## src/rtl/bsg_xor_checksum.sv

```systemverilog
// Streaming XOR-fold checksum: folds accepted words until last_i or the length cap,
// then holds checksum/count/overflow on a valid/yumi output. Option: BSG_XOR_CHECKSUM_ROTATE_EN.
module bsg_xor_checksum #(
  parameter int width_p     = 16,
  parameter int max_words_p = 64
) (
  input  logic                               clk_i,
  input  logic                               reset_i,
  input  logic                               v_i,
  input  logic [width_p-1:0]                 data_i,
  input  logic                               last_i,
  output logic                               ready_o,
  output logic                               v_o,
  output logic [width_p-1:0]                 data_o,
  output logic [$clog2(max_words_p+1)-1:0]   count_o,
  output logic                               overflow_o,
  input  logic                               yumi_i
);

  localparam int cnt_w_lp = $clog2(max_words_p+1);
  localparam logic [cnt_w_lp-1:0] cap_m1_lp = cnt_w_lp'(max_words_p - 1);

  typedef enum logic {eAccum, eHold} state_e;

  state_e                state_q, state_d;
  logic [width_p-1:0]    acc_q, acc_d;
  logic [width_p-1:0]    fold;
  logic [cnt_w_lp-1:0]   cnt_q, cnt_d;
  logic                  ovf_q, ovf_d;
  logic                  accept;
  logic                  at_cap;
  logic                  close;

`ifdef BSG_XOR_CHECKSUM_ROTATE_EN
  // rotate-left-by-1 makes the checksum depend on word order
  assign fold = {acc_q[width_p-2:0], acc_q[width_p-1]};
`else
  assign fold = acc_q;
`endif

  assign accept = v_i & (state_q == eAccum);
  assign at_cap = (cnt_q == cap_m1_lp);
  assign close  = accept & (last_i | at_cap);

  always_ff @(posedge clk_i or posedge reset_i) begin
    if (reset_i) state_q <= eAccum;
    else         state_q <= state_d;
  end

  always_comb begin
    state_d = state_q;
    case (state_q)
      eAccum:  if (close)  state_d = eHold;
      eHold:   if (yumi_i) state_d = eAccum;
      default: state_d = eAccum;
    endcase
  end

  always_comb begin
    acc_d = acc_q;
    cnt_d = cnt_q;
    ovf_d = ovf_q;
    if (accept) begin
      acc_d = fold ^ data_i;
      cnt_d = cnt_q + cnt_w_lp'(1);
      if (close) ovf_d = at_cap & ~last_i;
    end else if ((state_q == eHold) && yumi_i) begin
      acc_d = '0;
      cnt_d = '0;
      ovf_d = 1'b0;
    end
  end

  always_ff @(posedge clk_i or posedge reset_i) begin
    if (reset_i) begin
      acc_q <= '0;
      cnt_q <= '0;
      ovf_q <= 1'b0;
    end else begin
      acc_q <= acc_d;
      cnt_q <= cnt_d;
      ovf_q <= ovf_d;
    end
  end

  // Result fields are gated so they read zero whenever no result is offered.
  always_comb begin
    ready_o    = (state_q == eAccum) & ~reset_i;
    v_o        = (state_q == eHold);
    data_o     = v_o ? acc_q : '0;
    count_o    = v_o ? cnt_q : '0;
    overflow_o = v_o & ovf_q;
  end

  always_ff @(posedge clk_i) begin
    if (!reset_i && (state_q == eAccum))
      assert (!yumi_i) else $error("bsg_xor_checksum: yumi_i with no result held");
  end

endmodule

```

## config.mk

```make
export PLATFORM = sky130hd
export DESIGN_NAME = bsg_xor_checksum
export DESIGN_NICKNAME = d
export VERILOG_FILES = /design/src/rtl/bsg_xor_checksum.sv
export SDC_FILE = /design/constraint.sdc
export NUM_CORES = 1
export LEC_CHECK = 0
export ABC_AREA = 1
export CORE_MARGIN = 10
export CORE_UTILIZATION = 65
export CTS_BUF_LIST = sky130_fd_sc_hd__clkbuf_2 sky130_fd_sc_hd__clkbuf_4 sky130_fd_sc_hd__clkbuf_8
export DETAILED_ROUTE_END_ITERATION = 7
export DONT_BUFFER_PORTS = 1
export PLACE_DENSITY = 0.78
export SLEW_MARGIN = 20
export SYNTH_ARGS = -nofsm -noshare
export SYNTH_HDL_FRONTEND = slang
export SYNTH_SLANG_ARGS = --single-unit
```

## constraint.sdc

```tcl
create_clock -name clk_i -period 2.9 [get_ports clk_i]
set_clock_uncertainty 0.15 [all_clocks]
set_input_delay 0.29 -clock clk_i [delete_from_list [all_inputs] [get_ports clk_i]]
set_output_delay 0.29 -clock clk_i [all_outputs]
set_load 0.005 [all_outputs]
```

Word level (Yosys, flattened, before mapping)
Index checks and enable logic that the tools add are counted.

word-level totals
  input port bits = 21
  output and inout bits = 26
  bits in registers = 25
  logic and storage cells = 32

operators by class
  eq/ne operators = 2
  reduce and logical (&&, ||, !) cells = 3
  bitwise operators = 10
  $add $sub $neg = 1
  muxes and demuxes = 12

operators by type and width
  cell                                                                   number
  16-bit 2-to-1 mux                                                      3
  7-bit 2-to-1 mux                                                       3
  16-bit XOR                                                             1
  7-bit by 1-bit adder with 7-bit output, second input constant          1
  7-bit by 6-bit equality test with 1-bit output, second input constant  1
  1-bit bitwise AND                                                      5
  1-bit 2-to-1 mux                                                       5
  1-bit NOT                                                              3
  2-bit by 1-bit != test with 1-bit output, second input constant        1
  1-bit case mux with 2 select lines                                     1
  2-bit AND reduction                                                    1
  2-bit nonzero test                                                     1
  1-bit logical AND                                                      1
  1-bit OR                                                               1

Longest topological paths before layout
  depth after elaboration = 5
  mapped depth = 8
  gate-level depth less buffers = 7

Worst setup path before layout
No wires, ideal clock.

  path type = reg2out
  from = register state_q (netlist: v_o)
  to = output port ready_o
  arrival = 0.804 ns
  stages on the path, launching flop included = 4
  buffers on the path = 2
  slack = 1.656 ns
  required time = 2.460 ns
  cell sequence = dfrtp_1 buf_6 buf_2 nor2_1

on the way
  longest elaborated chain between the ends = 2

RTL lines
  item                      RTL line  RTL
  start: declaration        25        state_e state_q, state_d;
  start signal: assignment  46        if (reset_i) state_q <= eAccum;
  start signal: assignment  47        else state_q <= state_d;
  1-bit NOT                 --
  1-bit bitwise AND         88        ready_o = (state_q == eAccum) & ~reset_i;
  end: declaration          12        output logic ready_o,

No other way between the ends.

Worst setup path after layout
  from = register state_q (netlist: v_o)
  to = output port overflow_o

on the way
  longest elaborated chain between the ends = 1

RTL lines
  item               RTL line  RTL
  1-bit bitwise AND  92        overflow_o = v_o & ovf_q;
  end: declaration   16        output logic overflow_o,

No other way between the ends.

==> results.json <==
{
  "tightestPinTransition_ps": 948,
  "yosys.area.top_type": "dfrtp_1",
  "tns_ps": 0,
  "cts_buffer_depth": 2,
  "cts_root_buf": "clkbuf_4",
  "nFillCells": 154,
  "first_iter_violations": 99,
  "grt_overflow": 0,
  "hold_ws_ps": 30.6,
  "ys_seq_area_share_pct": 46.4,
  "die_h_um": 65.6,
  "grt_pass1_vias": 1179,
  "grt_usage_pct": 15.7,
  "grt_busiest_layer": "met2",
  "numCtsBuffers": 3,
  "syn_to_final_growth_pct": 14.8,
  "hold_path_startpoint": "data_i[15]",
  "synth_area_mm2": 0.00135,
  "synth_seq_cells": 25,
  "antennaDiodeCount": 0,
  "antenna_found_initial": 0,
  "seqCellArea_um2": 626,
  "status": "complete, no violations",
  "fmax_ghz": 0.537,
  "p_leak_nw": 0.901,
  "vias": 1210,
  "use_met3_pct": 5.08,
  "hold-path-endpoint": "acc_q[15]",
  "synth.avg_cell_area_um2": 7.29,
  "worst-r2r-cell-count": 5,
  "syn_inst": 185,
  "die_w_um": 65.6,
  "irDropWorstVdd_mv": 0.410,
  "dieArea_mm2": 0.00430,
  "fin_crit_sh_pct": 64.2,
  "min_path_type": "input pin to flop",
  "core.rowCount": 16,
  "clock_latency_ps": 320,
  "crit_arrival_ps": 1420,
  "drc": 0,
  "finalHoldViolCount": 0,
  "reg2reg_slack_ps": 1280,
  "clkSinkCount": 25,
  "crit_type": "flop to output pin",
  "synth_top_area_share_pct": 46.4,
  "grt_pass1_wl_mm": 5.44,
  "htree_num_levels": 1,
  "ant_nets": 0,
  "nets": 225,
  "drv_cap": 0,
  "layout_common_cells": "61 x nand2_1, 32 x inv_1, 25 x dfrtp_1",
  "grt_max_degree": 26,
  "yosys_warnings": 0,
  "dpl.hpwl_mm": 2.29,
  "p_per_area_mw_per_mm2": 588,
  "worstPathRequired_ps": 2460,
  "path_clk_slew_ps": 130,
  "cts_tree": "done",
  "final_common_cell": "nand2_1",
  "drive_gt1_share_pct": 7.43,
  "setup_viol": 0,
  "worst-path-max-fanout": 18,
  "slew_headroom_pct": 36.8,
  "boundaryPins": 47,
  "dr.pass1.iters": 5,
  "syn_nets": 207,
  "rsz0062_at_grt": "no",
  "r2r_end": "cnt_q[2]",
  "netlist_top_cells_area": "dfrtp_1 46%, nand2_1 17%, inv_1 8.9%",
  "coreArea_mm2": 0.00196,
  "viasPerCell": 5.28,
  "start_util_pct": 68.8,
  "routedWlPerCell_um": 14.5,
  "ys_types": 18,
  "multi_input_area_um2": 539,
  "period_needed_ps": 1860,
  "r2r-start": "v_o",
  "grtUsageMet2_pct": 27.6,
  "startpoint_type": "flop",
  "use_met1_pct": 16.9,
  "drt_wl_total_mm": 3.32,
  "final_max_slew_viol_count": 0,
  "port_buffers": 0,
  "crit_path_end_kind": "output pin",
  "gp_congestion": 0.871,
  "worstHoldPathCells": 3
}
==> critical path: stages, from the launching register on <==
cell	delay, ps
dfrtp_1	600
buf_4	310
nand2_1	90
inv_1	90
==> through the flow <==
stage | setup slack [ps] | total power [mW] | cells | instance area [um2] | util [%]
after floorplan | 1660 | 0.680 | 185 | 1350 | -
after global placement | 1400 | 0.716 | 207 | 1340 | 68.2
after detailed placement | 1320 | 0.732 | 207 | 1340 | 68.2
after CTS | 1050 | 0.914 | 229 | 1550 | 79.0
after global routing | 940 | 0.982 | 229 | 1550 | 79.0
final | 1040 | 0.911 | 229 | 1550 | 79.0
==> cells by family after synthesis <==
kind of cell    share of synthesized area, %
compound gates                          8.26
buf+inv                                 13.6
flops                                   46.4
simple gates                            30.8
fa+ha+maj                              0.927
==> cell usage after synthesis <==
master,count
nand2_1,61
inv_1,32
dfrtp_1,25
nand3_1,21
o21ai_1,16
nor2_1,7
nand2_2,5
buf_6,3
o21ai_0,3
a21oi_1,2
buf_2,2
inv_4,2
buf_4,1
ha_1,1
nand2_4,1
nor2_2,1
o22ai_1,1
or2_2,1
==> state kept, by name, summed over array words and instances (netlist names) <==
signal / flops
v_o: 1
cnt_q: 7
ovf_q: 1
acc_q: 16
==> how the worst max path moves through the flow <==
stage | from | to | slack, ps | cells past startpoint
floorplan | v_o | ready_o | 1660 | 3
global placement | v_o | cnt_q[2] | 1400 | 5
detailed placement | v_o | cnt_q[2] | 1320 | 5
CTS | v_o | overflow_o | 1050 | 3
global route | v_o | overflow_o | 940 | 3
finish | v_o | overflow_o | 1040 | 3
==> power breakdown <==
group	switching [mW]	internal (mW)
registers	0.0899	0.431
clock network	0.101	0.0632
logic	0.135	0.0914
total	0.325	0.585
==> final cells by class <==
cell class,instances,share of cell area (%)
flip-flops and latches,25,40.4
multi-input cells,120,34.8
repair buffers,19,12.1
inverters,34,8.56
well taps,27,2.18
clock buffers,4,1.94
==> per-layer routing <==
layer | share of wire (%) | vias to the layer above | wire length (um)
met4 | 1.1 | 0 | 36
met2 | 52 | 45 | 1740
met3 | 5.7 | 6 | 190
met1 | 41 | 556 | 1350
li1 | - | 603 | -
met5 | 0 | - | 0
==> timing repair <==
action	CTS	global route
resized for setup	0	0
hold buffers	18	0
buffers inserted	0	0
hold endpoints to repair	42	0
endpoints found under the setup margin	0	0
Note: power is estimated with default switching activity, not from simulation.
